===== src/rtl/prng_word_sched.sv =====
// ============================================================================
// prng_word_sched : shares one 4-bit serial PRNG among NREQ requesters
// Rev 1.0 : initial release
// ============================================================================
`default_nettype none

module prng_word_sched #(
    parameter int NREQ  = 2,
    parameter int WIDTH = 8
) (
    input  logic             clk_i,
    input  logic             rst_ni,
    input  logic [NREQ-1:0]  req_i,
    input  logic [3:0]       seed_in_i,
    input  logic             seed_vld_i,
    output logic             seed_ack_o,
    output logic [NREQ-1:0]  gnt_o,
    output logic             rvalid_o,
    output logic [WIDTH-1:0] rdata_o,
    output logic             busy_o,
    output logic [1:0]       mode_o,
    output logic [3:0]       seed_o,
    input  logic             sout_i
);

    localparam int OW = (NREQ > 1) ? $clog2(NREQ) : 1;
    localparam int CW = (WIDTH > 1) ? $clog2(WIDTH) : 1;
    localparam logic [OW:0]   NREQ_W   = (OW+1)'(NREQ);
    localparam logic [OW-1:0] LAST_REQ = OW'(NREQ - 1);
    localparam logic [CW-1:0] LAST_CNT = CW'(WIDTH - 1);

    localparam logic [2:0] S_IDLE  = 3'd0;
    localparam logic [2:0] S_LOAD  = 3'd1;
    localparam logic [2:0] S_SHIFT = 3'd2;
    localparam logic [2:0] S_DRAIN = 3'd3;
    localparam logic [2:0] S_DONE  = 3'd4;

    localparam logic [1:0] M_HOLD = 2'b00;
    localparam logic [1:0] M_LOAD = 2'b01;
    localparam logic [1:0] M_STEP = 2'b11;

    logic [2:0]       state_q,    state_d;
    logic [1:0]       mode_q,     mode_d;
    logic [3:0]       seed_q,     seed_d;
    logic             seed_ack_q, seed_ack_d;
    logic [NREQ-1:0]  gnt_q,      gnt_d;
    logic             rvalid_q,   rvalid_d;
    logic [WIDTH-1:0] rdata_q,    rdata_d;
    logic [OW-1:0]    owner_q,    owner_d;
    logic [OW-1:0]    rr_ptr_q,   rr_ptr_d;
    logic [CW-1:0]    cnt_q,      cnt_d;
    logic             step_q,     step_d;

    // Rotate requests so bit 0 is the rr_ptr requester; lowest set bit wins.
    logic [2*NREQ-1:0] req_dbl;
    logic [NREQ-1:0]   req_rot;
    logic              arb_found;
    logic [OW:0]       arb_off;
    logic [OW:0]       arb_sum;
    logic [OW-1:0]     arb_owner;

    assign req_dbl = {req_i, req_i} >> rr_ptr_q;
    assign req_rot = req_dbl[NREQ-1:0];

    always_comb begin
        arb_found = 1'b0;
        arb_off   = '0;
        for (int i = NREQ - 1; i >= 0; i--) begin
            if (req_rot[i]) begin
                arb_found = 1'b1;
                arb_off   = (OW+1)'(i);
            end
        end
        arb_sum   = {1'b0, rr_ptr_q} + arb_off;
        arb_owner = (arb_sum >= NREQ_W) ? OW'(arb_sum - NREQ_W) : arb_sum[OW-1:0];
    end

    always_comb begin
        state_d    = state_q;
        mode_d     = M_HOLD;
        seed_d     = seed_q;
        seed_ack_d = 1'b0;
        gnt_d      = '0;
        rvalid_d   = 1'b0;
        rdata_d    = rdata_q;
        owner_d    = owner_q;
        rr_ptr_d   = rr_ptr_q;
        cnt_d      = cnt_q;
        step_d     = (mode_q == M_STEP);

        // SOUT shows the result of the previous step cycle.
        if (step_q) begin
            rdata_d = {rdata_q[WIDTH-2:0], sout_i};
        end

        case (state_q)
            S_IDLE: begin
                if (seed_vld_i) begin
                    state_d    = S_LOAD;
                    mode_d     = M_LOAD;
                    seed_d     = seed_in_i;
                    seed_ack_d = 1'b1;
                end else if (arb_found) begin
                    state_d = S_SHIFT;
                    mode_d  = M_STEP;
                    owner_d = arb_owner;
                    rdata_d = '0;
                    cnt_d   = '0;
                end
            end
            S_LOAD: begin
                state_d = S_IDLE;
            end
            S_SHIFT: begin
                if (cnt_q == LAST_CNT) begin
                    state_d = S_DRAIN;
                end else begin
                    mode_d = M_STEP;
                    cnt_d  = cnt_q + 1'b1;
                end
            end
            S_DRAIN: begin
                state_d  = S_DONE;
                rvalid_d = 1'b1;
                gnt_d    = {{(NREQ-1){1'b0}}, 1'b1} << owner_q;
            end
            S_DONE: begin
                state_d  = S_IDLE;
                rr_ptr_d = (owner_q == LAST_REQ) ? '0 : owner_q + 1'b1;
            end
            default: begin
                state_d = S_IDLE;
            end
        endcase
    end

    always_ff @(posedge clk_i) begin
        if (!rst_ni) begin
            state_q    <= S_IDLE;
            mode_q     <= M_HOLD;
            seed_q     <= '0;
            seed_ack_q <= 1'b0;
            gnt_q      <= '0;
            rvalid_q   <= 1'b0;
            rdata_q    <= '0;
            owner_q    <= '0;
            rr_ptr_q   <= '0;
            cnt_q      <= '0;
            step_q     <= 1'b0;
        end else begin
            state_q    <= state_d;
            mode_q     <= mode_d;
            seed_q     <= seed_d;
            seed_ack_q <= seed_ack_d;
            gnt_q      <= gnt_d;
            rvalid_q   <= rvalid_d;
            rdata_q    <= rdata_d;
            owner_q    <= owner_d;
            rr_ptr_q   <= rr_ptr_d;
            cnt_q      <= cnt_d;
            step_q     <= step_d;
        end
    end

    assign seed_ack_o = seed_ack_q;
    assign gnt_o      = gnt_q;
    assign rvalid_o   = rvalid_q;
    assign rdata_o    = rdata_q;
    assign busy_o     = (state_q != S_IDLE);
    assign mode_o     = mode_q;
    assign seed_o     = seed_q;

endmodule

`default_nettype wire


===== config.mk =====
export PLATFORM = sky130hd
export DESIGN_NAME = prng_word_sched
export DESIGN_NICKNAME = d
export VERILOG_FILES = /design/src/rtl/prng_word_sched.sv
export SDC_FILE = /design/constraint.sdc
export NUM_CORES = 1
export LEC_CHECK = 0
export ABC_AREA = 1
export CORE_MARGIN = 2
export CORE_UTILIZATION = 51
export DETAILED_ROUTE_END_ITERATION = 10
export PLACE_DENSITY_LB_ADDON = 0.05
export SYNTH_ARGS = -nofsm -noshare
export SYNTH_HDL_FRONTEND = slang
export SYNTH_SLANG_ARGS = --single-unit

===== constraint.sdc =====
create_clock -name clk_i -period 3.1 [get_ports clk_i]
set_input_delay 0.31 -clock clk_i [delete_from_list [all_inputs] [get_ports clk_i]]
set_output_delay 0.31 -clock clk_i [all_outputs]
set_load 0.02 [all_outputs]

Word level (Yosys, flattened, before mapping)
Index checks and enable logic that the tools add are counted.
{"block": "classes", "n_reduce_logical": 9, "muxes": 24, "n_shift": 2, "add_sub_neg": 4, "n_lt_le_gt_ge": 1, "eq_ne": 10, "bitwise": 1}
{"op": "$mux W8", "count": 4}
{"op": "$mux W3", "count": 6}
{"op": "$pmux W3 S3", "count": 1}
{"op": "$mux W2", "count": 4}
{"op": "$ne A2 B2 Y1 const B", "count": 4}
{"op": "$reduce_and A2 Y1", "count": 4}
{"op": "$mux W1", "count": 7}
{"op": "$eq A3 B2 Y1 const B", "count": 2}
{"op": "$eq A3 B3 Y1 const B", "count": 2}
{"op": "$pmux W3 S2", "count": 1}
{"op": "$pmux W2 S2", "count": 1}
{"op": "$reduce_and A4 Y1", "count": 1}
{"op": "$shr A4 B1 Y2", "count": 1}
{"op": "$add A3 B1 Y3 const B", "count": 1}
{"op": "$logic_not A3 Y1", "count": 1}
{"op": "$ne A3 B3 Y1 const B", "count": 1}
{"op": "$reduce_and A3 Y1", "count": 1}
{"op": "$reduce_bool A3 Y1", "count": 1}
{"op": "$add A1 B2 Y2", "count": 1}
{"op": "$eq A2 B2 Y1 const B", "count": 1}
{"op": "$ge A2 B2 Y1 const B", "count": 1}
{"op": "$reduce_bool A2 Y1", "count": 1}
{"op": "$shl A1 B1 Y2 const A", "count": 1}
{"op": "$add A1 B1 Y1 const B", "count": 1}
{"op": "other kinds (2)", "count": 2}
{"block": "totals", "wordCells": 62, "register_bits": 27}

Longest topological paths before layout
{"block": "depth", "depth_word": 6, "mapped_depth": 7, "depth_no_buf": 7}

Least setup slack after synthesis
Ideal clock, no wire load.
{"block": "synth_path", "path_type": "flip-flop to flip-flop", "start": "register cnt_q[0]", "end": "register cnt_q[0]", "t_required_ns": 2.985, "path_stages_with_launch": 7, "synth_period_minus_slack_ns": 1.157, "setup_ns": 0.115, "n_path_buf": 0, "arrival_time_ns": 1.042, "setup_slack_ns": 1.943, "cell_sequence": "dfxtp_1 > ha_1 > ha_1 > inv_1 > nand3_4 > a21oi_1 > nor2_1"}
{"block": "synth_between", "elab_chain_cells": 3}
{"element": "from (decl)", "line": "51", "source": "logic [CW-1:0] cnt_q, cnt_d;"}
{"element": "from (signal assigned)", "line": "160", "source": "cnt_q <= cnt_d;"}
{"element": "$add A3 B1 Y3 or $eq A3 B3 Y1 (tied branches)", "line": "119, 115"}
{"element": "$mux W3 or $ne A2 B2 Y1 (tied branches)"}
{"element": "$pmux W3 S2 or $reduce_and A4 Y1 (tied branches)"}
Parallel ways exist; a longest one is shown, timed or not. The select of a mux whose other input is x is not followed.
A chain may end at the register's enable or synchronous reset.

Worst setup path in the final report
{"block": "layout_path", "start": "register state_q[2]", "end": "output port busy_o"}
{"block": "layout_between", "elab_chain_cells": 1}
{"element": "from (decl)", "line": "42", "source": "logic [2:0] state_q, state_d;"}
{"element": "from (signal assigned)", "line": "151", "source": "state_q <= state_d;"}
{"element": "$reduce_bool A3 Y1", "line": "169", "source": "assign busy_o = (state_q != S_IDLE);"}
{"element": "to (decl)", "line": "20", "source": "output logic busy_o,"}
No other way between the ends.

==> metrics.txt <==
# TYPE chip_impl_metric gauge
chip_impl_info{name="outcome",value="finished, final reports clean"} 1
chip_impl_metric{name="grt_first_pass_wirelength",unit="mm"} 3.30
chip_impl_metric{name="initial_utilization",unit="%"} 53.5
chip_impl_metric{name="core_region_area",unit="mm2"} 0.00219
chip_impl_metric{name="finalClockSkew",unit="ns"} 0.00613
chip_impl_metric{name="buffer_ports.inserted",unit=""} 28
chip_impl_metric{name="number_of_distinct_library_cells_after_synthesis",unit=""} 25
chip_impl_metric{name="tmin_final",unit="ns"} 1.97
chip_impl_metric{name="wl_per_cell",unit="um"} 10.7
chip_impl_metric{name="detail_route.first_pass.iterations",unit=""} 3
chip_impl_metric{name="fin_area",unit="mm2"} 0.00148
chip_impl_metric{name="drv.max_cap_violation_count",unit=""} 0
chip_impl_metric{name="critPathRequiredTime",unit="ns"} 2.79
chip_impl_metric{name="final_min_period_over_clock_period",unit="%"} 63.4
chip_impl_metric{name="slew-limit-headroom",unit="%"} 69.7
chip_impl_metric{name="fin_setup_tns",unit="ns"} 0
chip_impl_metric{name="yosys_warnings",unit=""} 0
chip_impl_info{name="critical_path_top_delay_cell",value="sky130_fd_sc_hd__clkdlybuf4s50_1"} 1
chip_impl_metric{name="timing.final.hold_violations",unit=""} 0
chip_impl_metric{name="post_cts_resize_count",unit=""} 0
chip_impl_metric{name="postCtsSetupRepairBufs",unit=""} 0
chip_impl_metric{name="post_synth_design_cell_area",unit="mm2"} 0.00117
chip_impl_metric{name="globalplace.congestion",unit=""} 0.732
chip_impl_metric{name="final_cells",unit=""} 187
chip_impl_info{name="rsz_0062_raised_after_global_routing",value="no"} 1
chip_impl_info{name="critical_path_cell_by_cell",value="inv_2 > nand2_2 > clkdlybuf4s50_1"} 1
chip_impl_info{name="globalRoute.busiestLayer",value="met2"} 1
chip_impl_metric{name="num_vias",unit=""} 901
chip_impl_metric{name="power.leakage",unit="nW"} 0.574
chip_impl_metric{name="first_global_vias",unit=""} 794
chip_impl_metric{name="fillCellCount",unit=""} 181
chip_impl_metric{name="clock-sinks",unit=""} 27
chip_impl_metric{name="vdd_drop_max",unit="uV"} 407
chip_impl_metric{name="powerDensity",unit="mW/mm2"} 504
chip_impl_metric{name="placedInstanceArea",unit="mm2"} 0.00145
chip_impl_info{name="worstSetupStartpointType",value="register"} 1
chip_impl_metric{name="ff2ff_path_depth",unit=""} 6
chip_impl_metric{name="drv_slew",unit=""} 0
chip_impl_metric{name="worstPathArrival",unit="ns"} 1.66
chip_impl_metric{name="syn2layout_area_growth",unit="%"} 25.8
chip_impl_metric{name="cp_slowest_stage_delay",unit="ns"} 0.60
chip_impl_info{name="setup_cp_type",value="reg -> out"} 1
chip_impl_metric{name="ys_seq_area_share",unit="%"} 46.1
chip_impl_metric{name="multi_input_comb_area",unit="um2"} 528
chip_impl_info{name="clock-root-buffer",value="sky130_fd_sc_hd__clkbuf_4"} 1
chip_impl_metric{name="detail_route.iter0.violations",unit=""} 7
chip_impl_metric{name="grt_max_degree",unit=""} 15
chip_impl_metric{name="route.antenna.remaining_nets",unit=""} 0
chip_impl_metric{name="floorplan.die.height",unit="um"} 51.9
chip_impl_metric{name="syn-instance-count",unit=""} 130
chip_impl_info{name="critical_path.top_delay_family",value="buffers and inverters"} 1
chip_impl_metric{name="place.detailed.instances",unit=""} 183
chip_impl_metric{name="insertedDiodeCount",unit=""} 0
chip_impl_metric{name="worst_slack",unit="ns"} 1.13
chip_impl_metric{name="finalNetCount",unit=""} 172
chip_impl_metric{name="timing.critical_path.fanout_max",unit=""} 4
chip_impl_metric{name="clock.fmax",unit="GHz"} 0.508
chip_impl_metric{name="boundaryPins",unit=""} 29
chip_impl_metric{name="grt.met1_usage",unit="%"} 20.9
chip_impl_metric{name="grt.met3_usage",unit="%"} 2.59
chip_impl_metric{name="crit_cells",unit=""} 3
chip_impl_metric{name="die_area",unit="mm2"} 0.00270
chip_impl_metric{name="cp.buffers_inverters",unit=""} 2
chip_impl_metric{name="detailed_place_hpwl",unit="mm"} 1.57
chip_impl_metric{name="htreeDepth",unit=""} 1
chip_impl_metric{name="clock_latency",unit="ns"} 0.32
chip_impl_metric{name="ctsLongestPathBuffers",unit=""} 2
chip_impl_info{name="tritoncts",value="built"} 1
chip_impl_metric{name="syn-mean-instance-area",unit="um2"} 9.02
chip_impl_metric{name="proportion_of_layout_cells_with_a_drive_suffix_above_1",unit="%"} 17.0
chip_impl_metric{name="clkSlewWorstSetupHoldPaths",unit="ns"} 0.14
chip_impl_metric{name="worst_slew_pin_tran",unit="ns"} 0.453
chip_impl_metric{name="grt_antenna_before_repair",unit=""} 0
chip_impl_metric{name="floorplan.rows",unit=""} 17
chip_impl_metric{name="die_w",unit="um"} 51.9
chip_impl_metric{name="timing.final.setup_violations",unit=""} 0
chip_impl_metric{name="drt_drc",unit=""} 0
chip_impl_metric{name="hold_depth",unit=""} 1
chip_impl_metric{name="placement.setup.worst_slack",unit="ns"} 1.36
chip_impl_metric{name="total_wire_length",unit="mm"} 2.00
chip_impl_metric{name="layout.area.seq",unit="um2"} 541
chip_impl_metric{name="tritoncts.num_buffers",unit=""} 3
chip_impl_metric{name="grt_util_met2",unit="%"} 27.2
chip_impl_metric{name="global_route.overflow_total",unit=""} 0
chip_impl_metric{name="grt.total_usage",unit="%"} 16.7
chip_impl_metric{name="postSynthRegisterBits",unit=""} 27
chip_impl_metric{name="synthesized_nets",unit=""} 142
chip_impl_metric{name="cts_hold_buf",unit=""} 0
chip_impl_info{name="min-delay-path-class",value="reg -> reg"} 1
chip_impl_info{name="endpoint_kind",value="output pin"} 1
chip_impl_metric{name="via_per_inst",unit=""} 4.82
==> cells in the final DEF, fill, tap and decap left out <==
cell type and count:
sky130_fd_sc_hd__nor2_8 1, sky130_fd_sc_hd__a21oi_1 11, sky130_fd_sc_hd__inv_2 2, sky130_fd_sc_hd__nand4_1 1, sky130_fd_sc_hd__nand2_2 3, sky130_fd_sc_hd__clkinv_1 1, sky130_fd_sc_hd__nand3_4 1, sky130_fd_sc_hd__nor2_1 17
sky130_fd_sc_hd__inv_1 12, sky130_fd_sc_hd__nand2_4 2, sky130_fd_sc_hd__nor2_2 10, sky130_fd_sc_hd__o31ai_1 1, sky130_fd_sc_hd__clkbuf_1 1, sky130_fd_sc_hd__clkbuf_4 3, sky130_fd_sc_hd__nand3_1 10, sky130_fd_sc_hd__clkinv_4 1
sky130_fd_sc_hd__ha_1 2, sky130_fd_sc_hd__dfxtp_1 27, sky130_fd_sc_hd__nor2_4 1, sky130_fd_sc_hd__nand2_1 13, sky130_fd_sc_hd__mux2i_1 6, sky130_fd_sc_hd__clkdlybuf4s50_1 28, sky130_fd_sc_hd__o21ai_0 2, sky130_fd_sc_hd__o21ai_2 1
sky130_fd_sc_hd__nand2_8 2
==> through the flow <==
stage | hold WS, ns | power [W] | utilization [%]
floorplan | 0.393 | 0.000544 | -
global placement | 0.405 | 0.000599 | 66.1
detailed placement | 0.416 | 0.000605 | 66.1
CTS | 0.436 | 0.000752 | 67.3
global route | 0.452 | 0.000785 | 67.3
finish | 0.434 | 0.000743 | 67.3
==> synth_stat cells (all sizes together) <==
| cell | count | share of area, % |
|---|---|---|
| mux2i | 6 | 5.1 |
| ha | 2 | 2.1 |
| a21oi | 11 | 4.7 |
| clkinv | 2 | 1.1 |
| nand3 | 11 | 5.8 |
| buf | 1 | 1.7 |
| dfxtp | 27 | 46 |
| o31ai | 1 | 0.64 |
| nor2 | 29 | 13 |
| o21ai | 3 | 1.6 |
| nand2 | 20 | 11 |
| inv | 14 | 4.5 |
| nand4 | 1 | 0.53 |
| clkbuf | 2 | 1.6 |
==> per-layer routing <==
layer,wire (um),share of wire (%)
met3,74,3.7
met5,0,0
met1,948,47
met4,38,1.9
met2,937,47
==> layout make-up <==
type,count,share of cell area [%]
clock buffers,4,1.78
inverters,16,4.41
multi-input cells,84,35.8
flip-flops and latches,27,36.6
well taps,28,2.37
repair buffers,28,19.0
==> report_power, final <==
group | internal (W) | leakage (nW) | switching [W]
Combinational | 0.0000842 | 0.339 | 0.000120
Sequential | 0.000372 | 0.220 | 0.0000177
Clock | 0.0000504 | 0.0150 | 0.0000979
Total | 0.000507 | 0.574 | 0.000236
==> state kept, by name, indices dropped and copies added (netlist names) <==
register,flops
state_q,3
seed_ack_o,1
seed_o,4
step_q,1
rr_ptr_q,1
mode_o,2
rdata_o,8
owner_q,1
gnt_o,2
cnt_q,3
rvalid_o,1
==> logic make-up (layout without fill, tap and decap cells) <==
family,Yosys count,in the layout,share of synthesized area (%)
buffers and inverters,19,48,8.86
AOI/OAI and AO/OA,15,15,6.94
muxes,6,6,5.12
adders and majority gates,2,2,2.13
and+or+nand+nor,61,61,30.8
DFF,27,27,46.1
==> worst paths after layout <==
check	startpoint	end	slack (ns)
max	state_q[2]	busy_o	1.13
min	owner_q	gnt_o[0]	0.43
max reg2reg	cnt_q[0]	cnt_q[2]	1.85
min reg2reg	owner_q	gnt_o[0]	0.43
==> worst register-to-register path: stages, from the launching register on <==
cell and delay (ns):
sky130_fd_sc_hd__dfxtp_1 0.35, sky130_fd_sc_hd__ha_1 0.20, sky130_fd_sc_hd__ha_1 0.17, sky130_fd_sc_hd__inv_1 0.08, sky130_fd_sc_hd__nand3_4 0.13, sky130_fd_sc_hd__a21oi_1 0.17
sky130_fd_sc_hd__nor2_1 0.06
No activity file was read; power rests on OpenSTA's default activity.
